**config.mk**
```make
export PLATFORM = sky130hd
export DESIGN_NAME = sequence_detector_moore
export DESIGN_NICKNAME = d
export VERILOG_FILES = /design/src/rtl/sequence_detector_moore.sv
export SDC_FILE = /design/constraint.sdc
export NUM_CORES = 1
export LEC_CHECK = 0
export CAP_MARGIN = 20
export CELL_PAD_IN_SITES_DETAIL_PLACEMENT = 2
export CELL_PAD_IN_SITES_GLOBAL_PLACEMENT = 2
export CORE_UTILIZATION = 23
export CTS_BUF_LIST = sky130_fd_sc_hd__clkbuf_8
export DETAILED_ROUTE_END_ITERATION = 7
export PLACE_DENSITY = 0.76
export SLEW_MARGIN = 15
export SYNTH_ARGS = -nofsm -noshare
export SYNTH_HDL_FRONTEND = slang
export SYNTH_SLANG_ARGS = --single-unit
export TNS_END_PERCENT = 50
```
**constraint.sdc**
```tcl
create_clock -name clock -period 1.3 [get_ports clock]
set_input_delay 0.39 -clock clock [delete_from_list [all_inputs] [get_ports clock]]
set_output_delay 0.39 -clock clock [all_outputs]
set_load 0.02 [all_outputs]
```
**src/rtl/sequence_detector_moore.sv**
```systemverilog
// Moore FSM that detects PATTERN on a serial input, with overlapping matches.
// The number of matched bits is the state and is shown on an active-low 7-segment digit.
module sequence_detector_moore #(
  parameter logic [8:0] PATTERN     = 9'b000001011,
  parameter int         PATTERN_LEN = 4
) (
  input  logic       clock,
  input  logic       reset,
  input  logic       sequence_in,
  output logic [6:0] LED_out
);

  localparam int SW     = $clog2(PATTERN_LEN + 1);
  localparam int TBL_SZ = 2 ** (SW + 1);

  // Longest pattern prefix that is a suffix of (first s pattern bits, then b).
  // Out-of-range states fall back to 0.
  function automatic logic [SW-1:0] next_state(input int s, input int b);
    int pat;
    int str;
    int len;
    int k;
    int found;
    pat   = int'(PATTERN);
    found = 0;
    if (s <= PATTERN_LEN) begin
      str = (((pat >> (PATTERN_LEN - s)) & ((1 << s) - 1)) << 1) | (b & 1);
      len = s + 1;
      for (k = 1; k <= PATTERN_LEN; k++) begin
        if (k <= len) begin
          if ((str & ((1 << k) - 1)) == ((pat >> (PATTERN_LEN - k)) & ((1 << k) - 1)))
            found = k;
        end
      end
    end
    return SW'(found);
  endfunction

  function automatic logic [6:0] seg_decode(input logic [3:0] digit);
    logic [6:0] seg;
    case (digit)
      4'd0:    seg = 7'b0000001;
      4'd1:    seg = 7'b1001111;
      4'd2:    seg = 7'b0010010;
      4'd3:    seg = 7'b0000110;
      4'd4:    seg = 7'b1001100;
      4'd5:    seg = 7'b0100100;
      4'd6:    seg = 7'b0100000;
      4'd7:    seg = 7'b0001111;
      4'd8:    seg = 7'b0000000;
      4'd9:    seg = 7'b0000100;
      default: seg = 7'b1111111;
    endcase
    return seg;
  endfunction

  logic [SW-1:0] next_tbl [0:TBL_SZ-1];
  logic [SW-1:0] state_p0;

  for (genvar g = 0; g < TBL_SZ; g++) begin : g_tbl
    assign next_tbl[g] = next_state(g >> 1, g & 1);
  end

  // Stage 0: match-length register, indexed lookup into the elaborated table.
  always_ff @(posedge clock) begin
    if (!reset)
      state_p0 <= '0;
    else
      state_p0 <= next_tbl[{state_p0, sequence_in}];
  end

  assign LED_out = seg_decode(4'(state_p0));

endmodule

```
==> results.md, run 1 <==
* Bufs and invs on worst path at 2
* Final Skew at 0.000160 ns
* Largest regs: state_p0 x3
* Slew @ Worst Pin at 0.394 ns
* Ys flop type: dfxtp_1
* Ys async rst share at 0
* Syn Std Cell Area at 307 um2
* Tcrit/Tclk final at 1.27
* Register area share after synthesis at 0.196
* Count leader, synth: ha_1
* Setup Viol. Count Final at 9
* RSZ-0062 raised after global routing: yes
* Failing checks: setup timing
* CP startpoint: state_p0[0]$_SDFF_PN0_
* Initial DRC Count at 3
* First-pass GRT wire length at 2160 um
* Final wirelength at approximately 1400 um
* Clock Root Buffer: clkbuf_8
* Status: complete, but fails checks
* Die Wd at just under 40 um
* Top cells by area, synth: ha_1 (33%), dfxtp_1 (20%), and2b_2 (8.6%)
* Clock tree buffer depth at 2
* WHS Endpoint: state_p0[2]$_SDFF_PP0_
* Clk Latency, worst-skew pair at 0.21 ns
* Relative slew slack at 0.737
* Largest Register: state_p0
* First drt pass iteration count at 4
* Die Height at 38.5 um
* Fillers at 124
* DR DRC count at 0
* Post-synth top cells: ha_1 (8), o21ai_0 (4)
* Static leakage at about 0.00028 uW
* Crit path largest cell delay at around 0.36 ns
* Avg Cell Area, Syn at 8.76 um2
* Final core utilization at 0.534
* Die Area at 0.00148 mm2
* CP Launch Type: flip-flop
* Cell Area, Placed at about 490 um2
* Fmax achieved at 606 MHz
* GRT Util Overall at 0.232
* Reg2reg path depth at 7
* R2r setup slk at -0.18 ns
* TritonCTS clock tree: done
* Syn_nets at 46
* Number of flops mapped to enable cells by yosys at 0
* Placed insts at 67
* Critical Path End Type: output pin
* Top cell type's share of synthesized area at 0.327
* IO buf count at 9
* Cell taking the most area after synthesis: ha_1
* Fraction of layout instances using a drive strength above 1 at 0.763
* Power density cells at 915 mW/mm2
* Largest net degree at the start of global routing at 10
* Inserted Clock Buffers at 3
* Worst Hold Depth at 4
* Dpl ws at -0.613 ns
* Syn. warnings at 0
* CP required at slightly above 0.9 ns
* Num ports at 10
* # nets final at 71
* Max VDD drop at 0.584 mV
* Antenna Nets Post-Route at 0
* Worst hold path class: in -> reg
* Core ar. at 0.00117 mm2
* Placer Congestion at 0.760
* # diodes at 0
* RR Endpoint: state_p0[1]$_SDFF_PN0_
* HP Start: sequence_in
* Area grow syn2layout at 104%
* Vias at around 350
* Post-CTS Hold Fix Bufs at 0
* Fin. max-slew vios at 0
* FF+latch count, synth at 3
* Most Frequent Cell on Critical Path: buf_6
* DR WL/cell at about 19 um
* CP cell instances: buf_6 > ha_4 > mux2_4 > buf_6
* Min cycle time layout at 1.65 ns
* Worst reg2reg path startpoint: state_p0[0]$_SDFF_PN0_
* Synth unique cells at 13
* Grt ovf at 0
* MaxCap Viol Count at 0
* Via density at 4.85
* Clock Pin Slew Worst Setup and Hold Paths at 0.03 ns
* H-tree levels at 1
* Non-filler cells, final at 73
* Final HPWL DP at 888 um
* Crit path max fanout at 3
* Slowest CP cell: dfxtp_4
* Setup Crit Path Kind: reg -> out
* CP top delay family: flip-flops
* Crit path DAT at ~1.3 ns
* Vias in the first global route at roughly 420
* Final Hold Viols at 0
* Fin area at approximately 630 um2
* Max FFs per register at 3
* Starting Density at 0.262
* Post-synthesis cell count at 35
* CTS Sinks at 3
* Row cnt at 12
* Setup slack after layout at -0.350 ns
* Antenna violations before repair at 0
## where the power goes
part	internal [uW]	switching (uW)	total, uW
registers	97.9	7.56	105
clock network	202	69.2	271
logic	98.8	96.8	196
## placed cells by master, fill, tap and decap left out, types with 2 or more instances in the layout
cell type  count
buf_4         13
buf_6          5
o21ai_2        4
and2b_2        3
ha_1           3
ha_4           3
clkbuf_8       3
inv_1          2
a21oi_2        2
mux2i_1        2
ha_2           2
## area by class of cell
cell class	count	area [um2]	share of cell area
clock inverters	1	3.75	0.00600
multi-input cells	28	307	0.490
repair buffers	21	178	0.284
clock buffers	3	41.3	0.0660
inverters	3	13.8	0.0220
flip-flops and latches	3	65.1	0.104
well taps	14	17.5	0.0280
## cell families after synthesis
kind of cell,share of synthesized area
buf+inv,0.0735
compound gates,0.114
mux,0.102
flops,0.196
simple gates,0.188
fa+ha+maj,0.327
## routing by layer
metal | vias to the layer above | track usage | wire length (um)
li1 | 164 | - | -
met3 | 4 | 0.0465 | 55
met4 | 0 | 0.112 | 21
met5 | - | 0 | 0
met2 | 16 | 0.438 | 747
met1 | 170 | 0.236 | 565
## through the flow
stage          setup TNS (ns)  power [uW]  hold WS (ns)
2_1_floorplan          -0.109         177         0.503
3_3_place_gp            -4.06         246         0.609
3_5_place_dp            -4.56         259         0.623
4_1_cts                 -2.34         561         0.698
5_1_grt                 -2.61         608         0.727
6_report                -2.25         572         0.719
## worst max path at each step
stage | end | slack, ns | depth (start not counted)
final | LED_out[6] | -0.35 | 4
after global routing | LED_out[6] | -0.38 | 2
after CTS | LED_out[6] | -0.35 | 4
after detailed placement | LED_out[3] | -0.61 | 5
after global placement | LED_out[3] | -0.54 | 5
after floorplan | LED_out[3] | -0.06 | 4
## worst min-delay path: cells and delay by family
family                 cells  cell delay (ns)
buffers and inverters      3             0.46
and+or+nand+nor            1             0.04
## timing repair
item	CTS	global route
gates resized for setup	52	9
pin swaps	1	0
buffers inserted	2	0
endpoints found under the setup margin	9	9
gates cloned	0	0
No activity file was read; power rests on OpenSTA's default activity.
==> inputs of run 2 (changes only) <==
Settings changed: HOLD_SLACK_MARGIN set to 0.06.
==> results of run 2 <==
Final layout, timing and power as in run 1 (identical DEF).
==> inputs of run 3 (changes only) <==
Settings changed: SLEW_MARGIN 15 to 25.
==> results of run 3 <==
Final layout, timing and power as in run 1 (identical DEF).
